File: src/rtl/ks_pkg.sv
// Shared elaboration helpers for the pipelined Kogge-Stone adder:
// prefix level count, pipeline stage count and register placement.
package ks_pkg;

   function automatic int clog2(input int n);
      int r;
      r = 0;
      while ((1 << r) < n) r++;
      return r;
   endfunction

   // Prefix level count L for a given operand width.
   function automatic int ks_levels(input int width);
      return clog2(width);
   endfunction

   // Register stages after the pre-process register: NSTG = ceil(L / PIPE_EVERY).
   function automatic int ks_stages(input int width, input int pipe_every);
      return (ks_levels(width) + pipe_every - 1) / pipe_every;
   endfunction

   // The last level always gets a register because it doubles as the output register.
   function automatic bit is_reg_level(input int k, input int levels, input int pipe_every);
      return (((k + 1) % pipe_every) == 0) || (k == levels - 1);
   endfunction

endpackage

File: src/rtl/ks_prefix_cell.sv
// Kogge-Stone black cell: combines a high (G,P) group with the adjacent
// low group into one wider (G,P) group.
module ks_prefix_cell
   import ks_pkg::*;
(
   input  logic gh,
   input  logic ph,
   input  logic gl,
   input  logic pl,
   output logic g,
   output logic p
);

   assign g = gh | (ph & gl);
   assign p = ph & pl;

endmodule

File: src/rtl/ks_pipe_adder.sv
// Pipelined WIDTH-bit Kogge-Stone adder with valid/ready handshake.
// Optional macro KS_ADD_SUB_EN adds a per-transaction 'sub' port (a - b).
module ks_pipe_adder
   import ks_pkg::*;
#(
   parameter int WIDTH      = 16,
   parameter int PIPE_EVERY = 2
) (
   input  logic             clk,
   input  logic             rst_n,
   input  logic             in_valid,
   output logic             in_ready,
   input  logic [WIDTH-1:0] a,
   input  logic [WIDTH-1:0] b,
   input  logic             cin,
`ifdef KS_ADD_SUB_EN
   input  logic             sub,
`endif
   output logic             out_valid,
   input  logic             out_ready,
   output logic [WIDTH-1:0] sum,
   output logic             cout,
   output logic             ovf
);

   localparam int L = ks_levels(WIDTH);

   // Index k of these arrays is the input to prefix level k; index L is the output register.
   logic [WIDTH-1:0] g_lvl  [L+1];
   logic [WIDTH-1:0] p_lvl  [L];
   logic [WIDTH-1:0] po_lvl [L+1];
   logic             c_lvl  [L+1];
   logic             v_lvl  [L+1];

   logic             adv;
   logic [WIDTH-1:0] b_eff;
   logic             cin_eff;
   logic [WIDTH-1:0] g_pre;
   logic [WIDTH-1:0] p_pre;
   logic             v0_d, v0_q;
   logic             c0_d, c0_q;
   logic [WIDTH-1:0] g0_d, g0_q;
   logic [WIDTH-1:0] p0_d, p0_q;

   assign adv      = !out_valid || out_ready;
   assign in_ready = adv;

   always_comb begin
`ifdef KS_ADD_SUB_EN
      b_eff   = sub ? ~b : b;
      cin_eff = sub | cin;
`else
      b_eff   = b;
      cin_eff = cin;
`endif
      p_pre    = a ^ b_eff;
      g_pre    = a & b_eff;
      // Carry-in is absorbed into bit 0 so the prefix tree yields true carries directly.
      g_pre[0] = g_pre[0] | (p_pre[0] & cin_eff);
      v0_d     = adv ? in_valid : v0_q;
      c0_d     = adv ? cin_eff  : c0_q;
      g0_d     = adv ? g_pre    : g0_q;
      p0_d     = adv ? p_pre    : p0_q;
   end

   always_ff @(posedge clk or negedge rst_n) begin
      if (!rst_n) begin
         v0_q <= 1'b0;
         c0_q <= 1'b0;
         g0_q <= '0;
         p0_q <= '0;
      end else begin
         v0_q <= v0_d;
         c0_q <= c0_d;
         g0_q <= g0_d;
         p0_q <= p0_d;
      end
   end

   assign v_lvl[0]  = v0_q;
   assign c_lvl[0]  = c0_q;
   assign g_lvl[0]  = g0_q;
   assign p_lvl[0]  = p0_q;
   assign po_lvl[0] = p0_q;

   genvar gk, gi;
   generate
      for (gk = 0; gk < L; gk++) begin : g_level
         localparam int SPAN   = 1 << gk;
         localparam bit IS_REG = is_reg_level(gk, L, PIPE_EVERY);

         logic [WIDTH-1:0] g_nxt;

         if (gk < L - 1) begin : g_black
            logic [WIDTH-1:0] p_nxt;

            for (gi = 0; gi < WIDTH; gi++) begin : g_pos
               if (gi < SPAN) begin : g_pass
                  assign g_nxt[gi] = g_lvl[gk][gi];
                  assign p_nxt[gi] = p_lvl[gk][gi];
               end else begin : g_cell
                  ks_prefix_cell u_cell (
                     .gh (g_lvl[gk][gi]),
                     .ph (p_lvl[gk][gi]),
                     .gl (g_lvl[gk][gi-SPAN]),
                     .pl (p_lvl[gk][gi-SPAN]),
                     .g  (g_nxt[gi]),
                     .p  (p_nxt[gi])
                  );
               end
            end

            if (IS_REG) begin : g_preg
               logic [WIDTH-1:0] p_d, p_q;

               always_comb p_d = adv ? p_nxt : p_q;

               always_ff @(posedge clk or negedge rst_n) begin
                  if (!rst_n) p_q <= '0;
                  else        p_q <= p_d;
               end

               assign p_lvl[gk+1] = p_q;
            end else begin : g_pwire
               assign p_lvl[gk+1] = p_nxt;
            end
         end else begin : g_grey
            // Final level: group propagate has no consumer, so only G is formed.
            for (gi = 0; gi < WIDTH; gi++) begin : g_pos
               if (gi < SPAN) begin : g_pass
                  assign g_nxt[gi] = g_lvl[gk][gi];
               end else begin : g_cell
                  assign g_nxt[gi] = g_lvl[gk][gi] | (p_lvl[gk][gi] & g_lvl[gk][gi-SPAN]);
               end
            end
         end

         if (IS_REG) begin : g_reg
            logic             v_d, v_q;
            logic             c_d, c_q;
            logic [WIDTH-1:0] g_d, g_q;
            logic [WIDTH-1:0] po_d, po_q;

            always_comb begin
               v_d  = adv ? v_lvl[gk]  : v_q;
               c_d  = adv ? c_lvl[gk]  : c_q;
               g_d  = adv ? g_nxt      : g_q;
               po_d = adv ? po_lvl[gk] : po_q;
            end

            always_ff @(posedge clk or negedge rst_n) begin
               if (!rst_n) begin
                  v_q  <= 1'b0;
                  c_q  <= 1'b0;
                  g_q  <= '0;
                  po_q <= '0;
               end else begin
                  v_q  <= v_d;
                  c_q  <= c_d;
                  g_q  <= g_d;
                  po_q <= po_d;
               end
            end

            assign v_lvl[gk+1]  = v_q;
            assign c_lvl[gk+1]  = c_q;
            assign g_lvl[gk+1]  = g_q;
            assign po_lvl[gk+1] = po_q;
         end else begin : g_wire
            assign v_lvl[gk+1]  = v_lvl[gk];
            assign c_lvl[gk+1]  = c_lvl[gk];
            assign g_lvl[gk+1]  = g_nxt;
            assign po_lvl[gk+1] = po_lvl[gk];
         end
      end
   endgenerate

   logic [WIDTH-1:0] carry_in;

   // Bit i sees the carry out of bit i-1; bit 0 sees the (effective) carry-in.
   assign carry_in  = {g_lvl[L][WIDTH-2:0], c_lvl[L]};
   assign out_valid = v_lvl[L];
   assign sum       = out_valid ? (po_lvl[L] ^ carry_in) : '0;
   assign cout      = out_valid & g_lvl[L][WIDTH-1];
   assign ovf       = out_valid & (g_lvl[L][WIDTH-1] ^ g_lvl[L][WIDTH-2]);

endmodule

File: config.mk
export PLATFORM = sky130hd
export DESIGN_NAME = ks_pipe_adder
export DESIGN_NICKNAME = d
export VERILOG_FILES = /design/src/rtl/ks_pkg.sv /design/src/rtl/ks_prefix_cell.sv /design/src/rtl/ks_pipe_adder.sv
export SDC_FILE = /design/constraint.sdc
export NUM_CORES = 1
export LEC_CHECK = 0
export BUFFER_PORTS_ARGS = -buffer_cell sky130_fd_sc_hd__buf_2
export CAP_MARGIN = 20
export CORE_UTILIZATION = 52
export DETAILED_ROUTE_END_ITERATION = 12
export PLACE_DENSITY = 0.85
export SETUP_SLACK_MARGIN = 0.3
export SLEW_MARGIN = 20
export SYNTH_ARGS = -nofsm -noshare
export SYNTH_HDL_FRONTEND = slang
export SYNTH_SLANG_ARGS = --single-unit
File: constraint.sdc
create_clock -name clk -period 1.3 [get_ports clk]
set_input_delay 0.065 -clock clk [delete_from_list [all_inputs] [get_ports clk]]
set_output_delay 0.065 -clock clk [all_outputs]
set_load 0.005 [all_outputs]
* Yosys cells after proc, flatten, opt, wreduce, memory -nomap -nowiden
Index checks and enable logic that the tools add are counted. Widths: inputs -> output; s select.
Operators by class: reductions and logical operators 2, muxes and demuxes 1, bitwise operators 143
Operators with widths (number):
- $and 1x1->1 | 89
- $or 1x1->1 | 50
- $xor 16x16->16 | 2
- $and 16x16->16 | 1
- $mux 16 | 1
- $logic_not 1->1 | 1
- $logic_or 1x1->1 | 1
- $xor 1x1->1 | 1
Storage, ports and cells: output and inout port bits 20, logic and storage cells 159, flip-flop bits (word level) 118, input bits 37

* Longest topological paths before layout
depth in word-level cells 4, mapped depth 7, gate-level depth less buffers 4

* Cells and area by module
From an unflattened synthesis, not the netlist that was laid out.
Second synthesis, totals: cell total of the unflattened synthesis 402, area, all modules 5526.6 µm²
Modules (own cells, without submodules):
- ks_pipe_adder | seq. area each 2927.8 µm², times used 1, cells an instance 320, area an instance 4911.0 µm²
- ks_prefix_cell | seq. area each 0.0 µm², times used 41, cells an instance 2, area an instance 15.0 µm²

* Worst setup path before layout
No wires, ideal clock.
path type register to register, start register g_level[3].g_reg.v_q (netlist: out_valid), end register g_level[1].g_reg.g_q[14], path buffers 1, cell stages (with the launch flop) 5, slack 0.013 ns, arrival 1.152 ns, required time 1.164 ns, clock period less this slack 1.287 ns, setup time 0.136 ns, cell sequence dfrtp_1 nor2b_1 buf_4 a2111oi_0 nor3_1
On the way: cells in the longest elaborated chain, start to end 2
RTL lines:
- from (decl) | RTL line ks_pipe_adder.sv:139 | logic v_d, v_q;
- from (signal assigned) | RTL line ks_pipe_adder.sv:158 | v_q <= v_d;
- $logic_not 1->1 | RTL line ks_pipe_adder.sv:45 | assign adv = !out_valid || out_ready;
- $logic_or 1x1->1 | RTL line ks_pipe_adder.sv:45
- to (signal assigned) | RTL line ks_pipe_adder.sv:160 | g_q <= g_d;
- to (decl) | RTL line ks_pipe_adder.sv:141 | logic [WIDTH-1:0] g_d, g_q;
Every way passes these cells. A chain may end at the register's enable or synchronous reset.

* Worst setup path after layout
start register g_level[3].g_reg.v_q (netlist: out_valid), end register g_level[3].g_reg.g_q[14]
On the way: cells in the longest elaborated chain, start to end 2
RTL lines (RTL line):
- $logic_not 1->1 | ks_pipe_adder.sv:45
- $logic_or 1x1->1 | ks_pipe_adder.sv:45
- to (signal assigned) | ks_pipe_adder.sv:160
- to (decl) | ks_pipe_adder.sv:141
Every way passes these cells.

==> flow_summary.toml <==
[timing]
fin_crit_ns = 1.601
slew_viol_final = 0
fmax_mhz = 624.6
finalSetupTns_ns = -11.66
fin_hold_ws_ns = 0.03711
clock_skew_ns = 0.007805
rsz0062_at_grt = "true"
hold_viol = 0
setup_viol = 125
fin_crit_sh_pct = 123.2
fin_ws_ns = -0.3010
tightestPinTransition_ns = 0.5434
maxSlewHeadroom_pct = 63.77

[cts]
insertion_delay_ns = 0.54
cts.clk_slew.worst_paths_ns = 0.06
htree_levels = 4
cts_tree = "yes"
clock-sinks = 114
cts-root-buf = "clkbuf_8"
numCtsBuffers = 17
max-clock-path-buffers = 2

[placed_design]
post-place-ws_ns = -0.05567
dp_hpwl_um = 7035
finalWeightedCongestion = 0.8240
dpl_cell_area_um2 = 5560
portBuffers = 56
dp.cells = 729

[cells_and_area]
finalNetCount = 748
areaGrowthSynthToFinish_pct = 50.73
regArea_um2 = 2853
nFillCells = 396
final_area_um2 = 7599
antenna-diode-count = 0
final_core_util_pct = 81.46
multi_input_area_um2 = 2392
layoutNonFillerInstCount = 837
drive_gt1_share_pct = 32.06

[power]
power_frac_comb_pct = 35.9
internal-power_mw = 11.12
peakVddDrop_v = 0.001609
power_density_nw_per_um2 = 2323
p_switching_mw = 6.527
seq_power_share_pct = 34.8
clockPowerShare_pct = 29.3
power_leakage_nw = 3.882
power_mw = 17.65
p_sw_share_pct = 36.98

[critical_path]
worst_ep_arrival_time_ns = 1.99
r2r_start = "out_valid"
worstPathRequired_ns = 1.69
crit_type = "flip-flop to flip-flop"
end_kind = "flip-flop"
startpoint_type = "flip-flop"
endpoint = "g_level[3].g_reg.g_q[14]"
worst_setup_path_startpoint = "out_valid"
crit_fanout = 10
r2r_slack_ns = -0.30
r2r-end = "g_level[3].g_reg.g_q[14]"
reg2reg_depth = 6

[floorplanning]
core-area_um2 = 9328
die_area_um2 = 10090
start_util_pct = 54.04
die_height_um = 100.5
rows = 35
die_w_um = 100.5
num_io_pins = 57

[global_route]
overflow = 0
grt_pass1_vias = 4637
grtUsageTotal_pct = 31.96
grt_pass1_wl_um = 23890
antenna_found_initial = 0
grt_max_degree = 77

[routing]
post_drt_wl_per_cell_um = 23.30
routed_wl_um = 19500
routed_via_density = 6.272
vias = 5250
dr.first_iter.drc_count = 816
drt_drc_violations_left = 0
antenna_left = 0
dr.pass1.iters = 8

[status]
status = "finished with violations"
violations = "negative setup slack"

[yosys]
seq_area_frac_synth_pct = 56.59
synthCells = 555
synth-seq-cells = 114
synth_nets = 608
yosys.cell_types.count = 27
avgSynthCellArea_um2 = 9.083
syn_area_um2 = 5041
yosys_warnings = 0

[hold_path]
hp-class = "primary input to asynchronous set/reset pin"

[flow_run]
maxCapViolCount = 0
-- per-layer routing --
metal,vias up,GRT usage [%],share of wire (%)
met4,0,19.62,8.5
met3,167,7.004,11
met5,-,0,0
li1,2079,-,-
met1,2514,40.13,35
met2,490,50.90,46
-- cell usage after synthesis (all sizes together) --
cell type | instances | share of area [%]
nand2 | 242 | 18
dfrtp | 114 | 57
nor2 | 33 | 2.5
buf | 25 | 2.9
a21oi | 21 | 2.1
and2 | 18 | 2.2
xor2 | 17 | 3.0
ha | 16 | 4.0
o21ai | 14 | 1.4
a21o | 12 | 1.8
nand3 | 9 | 0.89
mux2i | 4 | 0.79
nand4 | 4 | 0.50
nor3 | 4 | 0.40
o211ai | 4 | 0.60
o21a | 4 | 0.60
o31ai | 4 | 0.60
a2111oi | 2 | 0.35
clkbuf | 2 | 0.15
nand2b | 2 | 0.25
a31oi | 1 | 0.12
inv | 1 | 0.074
nor2b | 1 | 0.12
o31a | 1 | 0.17
-- power groups by stage --
| stage | sequential [mW] | combinational, mW | clock [mW] |
|---|---|---|---|
| detailed placement | 5.80 | 3.76 | 0 |
| finish | 6.14 | 6.34 | 5.17 |
| CTS | 5.78 | 4.48 | 4.99 |
| global placement | 5.74 | 3.61 | 0 |
| floorplan | 5.53 | 2.67 | 0 |
| global route | 6.20 | 6.67 | 5.30 |
-- worst min-delay path by stage --
stage / startpoint / cells after the start / endpoint / slack, ns
after floorplan: rst_n / 0 / c0_q / -0.23
after global placement: rst_n / 2 / p0_q[2] / 0.05
after detailed placement: rst_n / 2 / p0_q[3] / 0.06
after CTS: rst_n / 3 / p0_q[3] / 0.06
after global routing: rst_n / 3 / p0_q[3] / 0.08
final: rst_n / 3 / p0_q[2] / 0.04
-- cells in the final DEF, fill, tap and decap left out, types with 16 or more instances in the layout --
master | synthesis | routed
xor2_1 | 17 | 17
and2_1 | 18 | 18
dlygate4sd3_1 | 0 | 35
ha_1 | 16 | 16
dfrtp_1 | 114 | 114
nor2_1 | 33 | 16
clkbuf_16 | 0 | 24
nand2_2 | 0 | 33
buf_4 | 1 | 16
buf_2 | 21 | 54
nand2_1 | 242 | 200
-- worst max-delay path, stage by stage (launching register included) --
cell and delay (ns):
dfrtp_1 0.38, nor2b_4 0.22, buf_6 0.12, buf_12 0.14, buf_12 0.15, mux2i_1 0.28
o21ai_1 0.15
-- layout make-up --
type                            count  share of cell area (%)
Multi-Input combinational cell    413                   31.48
Clock inverter                     14                   2.783
Clock buffer                       18                   5.631
Sequential cell                   114                   37.54
Timing Repair Buffer              148                   20.32
Tap cell                          129                   2.124
Inverter                            1                  0.1153
-- sequential cells by signal, indices dropped and copies added (netlist names) --
signal	count
g_level.g_black.g_preg.p_q	13
c0_q	1
out_valid	1
v0_q	1
g_level.g_reg.c_q	2
p0_q	16
g_level.g_reg.g_q	32
g0_q	16
g_level.g_reg.v_q	1
g_level.g_reg.po_q	31
-- timing repair --
item | in CTS | in global routing
endpoints found under the hold margin | 148 | 0
resized for setup | 23 | 120
endpoints found under the setup margin | 133 | 134
pin swaps | 8 | 22
setup buffers | 7 | 21
cloned | 4 | 9
hold buffers | 35 | 0
-- kinds of logic (layout without fill, tap and decap cells) --
group	count (synthesis)	in the layout	share of synthesized area [%]
compound gates	63	63	7.695
xor+xnor	17	17	2.954
fa+ha+maj	16	16	3.971
buf+inv	28	181	3.127
flops	114	114	56.59
mux	4	4	0.7943
simple gates	313	313	24.87
Power figures use the tool's default switching activity.
